--- src/rtl/line_burst_adaptor.sv ---
`default_nettype none
// +--------------------------------------------------------------------------+
// | Module      : line_burst_adaptor                                         |
// | Description : Bridges whole-line cache fills/writebacks to a beat-wise   |
// |               memory burst interface. A fill collects BEATS beats into   |
// |               line_o; a writeback streams the latched line out on        |
// |               burst_o. Each acknowledged beat advances a beat counter;   |
// |               after the last beat the cache gets a one-cycle resp_o.     |
// | Revision    : 1.0 - initial release                                      |
// +--------------------------------------------------------------------------+
module line_burst_adaptor #(
  parameter int BEAT_W = 64,
  parameter int BEATS  = 4
) (
  input  logic                      clk,
  input  logic                      rst,
  input  logic [31:0]               address_i,
  input  logic                      read_i,
  input  logic                      write_i,
  input  logic [BEAT_W*BEATS-1:0]   line_i,
  output logic [BEAT_W*BEATS-1:0]   line_o,
  output logic                      resp_o,
  output logic [31:0]               address_o,
  output logic                      read_o,
  output logic                      write_o,
  output logic [BEAT_W-1:0]         burst_o,
  input  logic [BEAT_W-1:0]         burst_i,
  input  logic                      resp_i
);

  localparam int c_cnt_w = (BEATS > 1) ? $clog2(BEATS) : 1;
  localparam logic [c_cnt_w-1:0] c_last_beat = c_cnt_w'(BEATS - 1);

  typedef enum logic [1:0] {
    ST_IDLE  = 2'd0,
    ST_READ  = 2'd1,
    ST_WRITE = 2'd2,
    ST_DONE  = 2'd3
  } state_t;

  // Lines are held beat-indexed so the counter selects a beat directly.
  state_t                          state_q, state_d;
  logic [c_cnt_w-1:0]              cnt_q, cnt_d;
  logic [31:0]                     addr_q, addr_d;
  logic [BEATS-1:0][BEAT_W-1:0]    wline_q, wline_d;
  logic [BEATS-1:0][BEAT_W-1:0]    line_q, line_d;
  logic                            resp_q, resp_d;
  logic                            read_q, read_d;
  logic                            write_q, write_d;
  logic [BEAT_W-1:0]               burst_q, burst_d;

  // Next-state, beat counter and datapath; outputs are decoded from the
  // next state so that they come straight out of flops.
  always_comb begin
    state_d = state_q;
    cnt_d   = cnt_q;
    addr_d  = addr_q;
    wline_d = wline_q;
    line_d  = line_q;

    unique case (state_q)
      ST_IDLE: begin
        // A simultaneous read and write request resolves to the read.
        if (read_i) begin
          addr_d  = {address_i[31:5], 5'b0};
          cnt_d   = '0;
          state_d = ST_READ;
        end else if (write_i) begin
          addr_d  = {address_i[31:5], 5'b0};
          wline_d = line_i;
          cnt_d   = '0;
          state_d = ST_WRITE;
        end
      end

      ST_READ: begin
        if (resp_i) begin
          line_d[cnt_q] = burst_i;
          if (cnt_q == c_last_beat) begin
            cnt_d   = '0;
            state_d = ST_DONE;
          end else begin
            cnt_d = cnt_q + 1'b1;
          end
        end
      end

      ST_WRITE: begin
        if (resp_i) begin
          if (cnt_q == c_last_beat) begin
            cnt_d   = '0;
            state_d = ST_DONE;
          end else begin
            cnt_d = cnt_q + 1'b1;
          end
        end
      end

      // Requests still held by the cache are not looked at here, which
      // guarantees an IDLE cycle before the next burst starts.
      ST_DONE: begin
        state_d = ST_IDLE;
      end

      default: begin
        state_d = ST_IDLE;
      end
    endcase

    read_d  = (state_d == ST_READ);
    write_d = (state_d == ST_WRITE);
    resp_d  = (state_d == ST_DONE);
    burst_d = wline_d[cnt_d];
  end

  // State and output registers; reset clears everything without a clock.
  always_ff @(posedge clk or negedge rst) begin
    if (!rst) begin
      state_q <= ST_IDLE;
      cnt_q   <= '0;
      addr_q  <= '0;
      wline_q <= '0;
      line_q  <= '0;
      resp_q  <= 1'b0;
      read_q  <= 1'b0;
      write_q <= 1'b0;
      burst_q <= '0;
    end else begin
      state_q <= state_d;
      cnt_q   <= cnt_d;
      addr_q  <= addr_d;
      wline_q <= wline_d;
      line_q  <= line_d;
      resp_q  <= resp_d;
      read_q  <= read_d;
      write_q <= write_d;
      burst_q <= burst_d;
    end
  end

  assign line_o    = line_q;
  assign resp_o    = resp_q;
  assign address_o = addr_q;
  assign read_o    = read_q;
  assign write_o   = write_q;
  assign burst_o   = burst_q;

endmodule
`default_nettype wire

--- config.mk ---
export PLATFORM = sky130hd
export DESIGN_NAME = line_burst_adaptor
export DESIGN_NICKNAME = d
export VERILOG_FILES = /design/src/rtl/line_burst_adaptor.sv
export SDC_FILE = /design/constraint.sdc
export NUM_CORES = 1
export LEC_CHECK = 0
export CORE_AREA = 2 2 280 282
export CTS_BUF_LIST = sky130_fd_sc_hd__clkbuf_2 sky130_fd_sc_hd__clkbuf_4 sky130_fd_sc_hd__clkbuf_8
export CTS_CLUSTER_SIZE = 28
export DETAILED_ROUTE_END_ITERATION = 8
export DIE_AREA = 0 0 282 284
export PLACE_DENSITY = 0.66
export SLEW_MARGIN = 20
export SYNTH_ARGS = -nofsm -noshare
export SYNTH_HDL_FRONTEND = slang
export SYNTH_SLANG_ARGS = --single-unit
--- constraint.sdc ---
create_clock -name clk -period 2.64 [get_ports clk]
set_input_delay 0.264 -clock clk [delete_from_list [all_inputs] [get_ports clk]]
set_output_delay 0.264 -clock clk [all_outputs]
set_load 0.01 [all_outputs]
### Word level (Yosys, flattened, before mapping)

Index checks and enable logic that the tools add are counted.

* eq/ne operators: 7
* reduce and logical (&&, ||, !) cells: 6
* add/sub/neg operators: 1
* muxes and demuxes: 20
* $lt $le $gt $ge: 3

Operators with widths (number)
* 256-bit 2-to-1 mux: 3
* 256-bit bitwise mux: 1
* 64-bit binary-select mux with 2-bit select: 1
* 64-bit demux with 2-bit select: 1
* 64-bit 2-to-1 mux: 2
* 32-bit 2-to-1 mux: 2
* 2-bit 2-to-1 mux: 8
* 2-bit == test, second input constant: 5
* 2-bit by 3-bit less-than comparator with 1-bit output, second input constant: 2
* 2-bit case mux with 3 select lines: 1
* 2-bit by 1-bit == test with 1-bit output, second input constant: 2
* 2-bit case mux with 2 select lines: 1
* 2-bit AND reduction: 2
* 2-bit by 1-bit adder with 2-bit output, second input constant: 1
* 2-bit by 1-bit >= comparator with 1-bit output, second input constant: 1
* 2-bit zero test: 1
* 2-bit nonzero test: 1
* 2-bit OR reduction: 1
* 1-bit logical AND: 1

* input port bits: 357
* word-level logic and storage cells: 52
* bits in registers: 615
* output and inout port bits: 355

### Depth between registers and ports, before layout

Gate-level depths: netlist of the first run.

* depth after elaboration: 6
* gate-level depth with buffers: 10
* mapped depth without buffers: 7

### Worst setup path after synthesis of the first run

Ideal clock, no wire load.

* path kind: register to register
* start point: register state_q[0]
* end point: register burst_q[54] (netlist: burst_o[54])
* buffers on the path: 3
* stages on the path, launching flop included: 10
* library setup time: 0.145 ns
* data required time: 2.495 ns
* arrival: 1.869 ns
* slack: 0.626 ns
* clock period less this slack: 2.014 ns
* cell sequence: dfrtp_1 > inv_1 > ha_1 > buf_2 > nand3_1 > clkbuf_1 > buf_2 > mux2_2 > mux2i_1 > mux2i_1

RTL lines
* start, declared: line 42 `state_t state_q, state_d;`
* start signal, assigned: line 129 `state_q <= state_d;`
* end signal, assigned: line 137 `burst_q <= burst_d;`
* end, declared: line 50 `logic [BEAT_W-1:0] burst_q, burst_d;`

### Worst setup path in the final report of the first run

* start point: register state_q[0]
* end point: register burst_q[5] (netlist: burst_o[5])

* cells in the longest elaborated chain, start to end: 5

RTL lines
* 2-bit == test / 2-bit by 1-bit == test with 1-bit output (equally long branches): line 61 `unique case (state_q)`
* 2-bit OR reduction (no line)
* 2-bit case mux with 2 select lines: line 61
* 64-bit binary-select mux with 2-bit select (*): line 113 `burst_d = wline_d[cnt_d];`
* 64-bit 2-to-1 mux (not written as such) (*): line 113
* named net burst_d[5]: line 50

Mark *: on every way through the listed nets, which the timed path passes. The rest lies on a longest branch. The select of a mux whose other input is x is not followed.
A chain may end at the register's enable or synchronous reset.

==> results of run 1 <==
==> cell usage in the layout, fill, tap and decap left out, drive strengths merged <==
cell type,Yosys,routed
dlygate4sd3,0,1
a22o,2,2
buf,60,60
or3b,1,1
o22ai,1,1
clkdlybuf4s50,0,700
and2,1,1
conb,1,5
o21a,1,1
a21oi,1,1
o21ai,4,4
bufinv,0,2
o221ai,1,1
clkbuf,23,159
nand3,4,4
dfrtp,610,610
inv,8,12
clkinv,0,6
a31o,1,1
nand2,3,3
mux2i,192,192
diode,0,13
nor2,5,5
ha,7,7
mux2,539,539
==> area by class of cell <==
class,count,area (sq um)
Clock buffer,159,1980
Timing Repair Buffer,761,7790
Tap cell,1040,1300
Fill cell,6830,42100
Sequential cell,610,15300
Antenna cell,13,32.5
Multi-Input combinational cell,768,8310
Inverter,8,30.0
Clock inverter,12,169
==> through the flow <==
step / area (sq um) / setup WS, ns / power [mW] / utilization (%)
global placement: 32700 / 0.256 / 32.7 / 42.5
global route: 34900 / 0.183 / 44.2 / 45.3
floorplan: 24100 / 0.626 / 24.8 / -
finish: 34900 / 0.342 / 41.7 / 45.3
detailed placement: 32700 / 0.250 / 33.3 / 42.5
CTS: 34800 / 0.344 / 42.3 / 45.3
==> state kept, by name, indices dropped and copies added, names as in the netlist, 2 cells and up <==
signal and flops:
address_o 27, burst_o 64, cnt_q 2, line_o 256, state_q 2, wline_q 256
==> synthesized netlist by cell type, drive strengths merged (2+ instances only) <==
cell type  instances
a22o               2
buf               60
clkbuf            23
dfrtp            610
ha                 7
inv                8
mux2             539
mux2i            192
nand2              3
nand3              4
nor2               5
o21ai              4
==> worst max path at each step <==
stage               startpoint     endpoint  slack [ns]  cells after the start
finish              state_q[0]   burst_o[5]        0.34                      8
global route        state_q[0]  burst_o[58]        0.18                      8
CTS                 state_q[0]   burst_o[5]        0.34                      8
detailed placement      read_i   burst_o[6]        0.25                      8
floorplan           state_q[0]  burst_o[54]        0.63                      9
global placement        read_i  burst_o[63]        0.26                      8
==> kinds of logic after synthesis <==
kind of cell               Yosys count
AOI/OAI and AO/OA                   11
adders and majority gates            7
buffers and inverters               91
DFF                                610
muxes                              731
other                                1
and+or+nand+nor                     14
==> power by group <==
group	total (mW)	internal (mW)	switching [mW]
clock network	8.74	4.95	3.79
registers	15.6	13.9	1.71
logic	17.4	10.1	7.27
==> what timing repair did <==
| action | CTS | global route |
|---|---|---|
| hold buffers | 1 | 0 |
| endpoints found under the hold margin | 412 | 0 |
| buffers inserted | 0 | 0 |
==> metal layers <==
metal  wire length, microns  vias up  part of all wire (%)
met5                    104        -                  0.15
met4                   2020       16                   3.0
met3                   6170      138                   9.1
met2                  34800      518                    51
met1                  24900     7647                    37
li1                       -     6796                     -
==> critical path: cells and delay by family, from the launching register on <==
| family | cells | cell delay, ns |
|---|---|---|
| flops | 1 | 0.42 |
| mux | 2 | 0.38 |
| compound gates | 2 | 0.43 |
| buf+inv | 3 | 0.53 |
| fa+ha+maj | 1 | 0.37 |
==> flow_summary_export.csv, run 1 <==
group,metric,value,unit
setup_path,cp.required,3.20,ns
setup_path,r2r-end,"burst_o[5]",
status,status,"finished, final reports clean",
logic_synthesis,synth_xor_area_share,0,%
cts,cts_num_sinks,610,
setup_path,cp_max_fo,26,
timing,relSlewSlack,57.8,%
drt,antenna_left,0,
logic_synthesis,muxShareOfSynthArea,33.2,%
logic_synthesis,ys_ff_latch,610,
timing,fmax,435,MHz
hold_path,hold_class,"in -> async",
cts,cts_htree_levels,3,
floorplan,fp.dieH,284,microns
logic_synthesis,ys.warnings.count,0,
floorplan,io_pins,712,
drt,wl_per_cell,20.2,microns
cts,cts_made_buffers,105,
logic_synthesis,seq_area_frac_synth,63.3,%
timing,fin_crit_sh,87.1,%
global_route,grt_pass1_vias,17000,
setup_path,worstPathArrival,2.85,ns
timing,setup_tns,0,ns
setup_path,criticalPathCategory,"reg -> reg",
global_route,use_met3,6.42,%
global_route,grt_first_pass_wirelength,102000,microns
drt,drtIter0Drc,450,
setup_path,slowest_stage,"dfrtp_1",
timing,holdWs,0.110,ns
placement,dp_hpwl,50600,microns
drt,dr.pass1.iters,4,
logic_synthesis,synthArstFlopShare,100,%
global_route,antenna_found_initial,22,
layout,nNetsFinal,2618,
logic_synthesis,synth_cell_type_count,26,
logic_synthesis,synth_compound_area_share,0.306,%
layout,post_route_cells_drive_above_1_share,33.6,%
global_route,grt_max_degree,104,
power_and_ir_drop,p_leak,15.0,nW
setup_path,r2r_start,"state_q[0]",
floorplan,fp-row-count,102,
logic_synthesis,synth_top_family_by_area,"multiplexers",
floorplan,initial_utilization,31.3,%
placement,gp_congestion,0.793,
global_route,overflow,0,
logic_synthesis,synth_edf_count,0,
cts,clk_pin_slew_worst_paths,0.06,ns
drt,drc,0,
layout,layoutNonFillerInstCount,3371,
logic_synthesis,yosys.area_share.adder,0.363,%
setup_path,slowest_delay,0.42,ns
timing,hold_violations,0,
timing,fin_crit,2.30,ns
global_route,met2_usage,28.9,%
setup_path,r2r_setup_slack,0.34,ns
setup_path,cp-start-kind,"register",
global_route,grt.busiest_layer,"met2",
global_route,grt_usage,16.7,%
setup_path,path_cells,"inv_1 -> ha_1 -> a31o_1 -> a22o_4 -> buf_12 -> buf_12 -> mux2i_1 -> mux2i_1",
cts,cts_tree,"yes",
floorplan,coreArea,77000,sq um
logic_synthesis,synth_area_leader_cell,"dfrtp_1",
logic_synthesis,synth_cells,1465,
setup_path,end_kind,"register",
timing,worst_pin_slew,0.633,ns
cts,cts_resized,0,
cts,clockRootBuffer,"clkbuf_8",
placement,port_buffers,701,
global_route,use_met1,18.1,%
timing,finClkSkew,0.0417,ns
drt,routed_wl,68000,microns
placement,place_inst,3186,
drt,num_vias,15100,
setup_path,rr_worst_depth,8,
timing,setup_viol,0,
layout,area_delta_synth_final,44.7,%
run,maxCapViolations,0,
floorplan,fp.dieArea,80100,sq um
floorplan,die_w,282,microns
logic_synthesis,synth_flop_cell,"dfrtp_1",
timing,final_max_slew_viol_count,0,
cts,clk_path_buf_depth,3,
drt,vias_per_cell,4.48,
power_and_ir_drop,power_density,1200,nW/um^2
power_and_ir_drop,vdd_drop_max,0.607,mV
logic_synthesis,yosysTopAreaCellShare,63.3,%
logic_synthesis,ys_top_cells_by_area,"dfrtp_1, mux2_2, mux2i_1, buf_12, buf_2",
cts,clk_latency,0.72,ns
logic_synthesis,synth_area,24100,sq um
timing,rsz0062_at_grt,"false",
logic_synthesis,yosys.area_share.simple,0.270,%
logic_synthesis,avgSynthCellArea,16.5,sq um
(Power assumes the default switching activity.)
==> inputs of run 2 (changes only) <==
--- a/config.mk
+++ b/config.mk
@@ -5,6 +5,7 @@
 export SDC_FILE = /design/constraint.sdc
 export NUM_CORES = 1
 export LEC_CHECK = 0
+export CAP_MARGIN = 0
 export CORE_AREA = 2 2 280 282
 export CTS_BUF_LIST = sky130_fd_sc_hd__clkbuf_2 sky130_fd_sc_hd__clkbuf_4 sky130_fd_sc_hd__clkbuf_8
 export CTS_CLUSTER_SIZE = 28
==> results of run 2 <==
No change in the layout: final DEF, timing and power equal those of run 1.
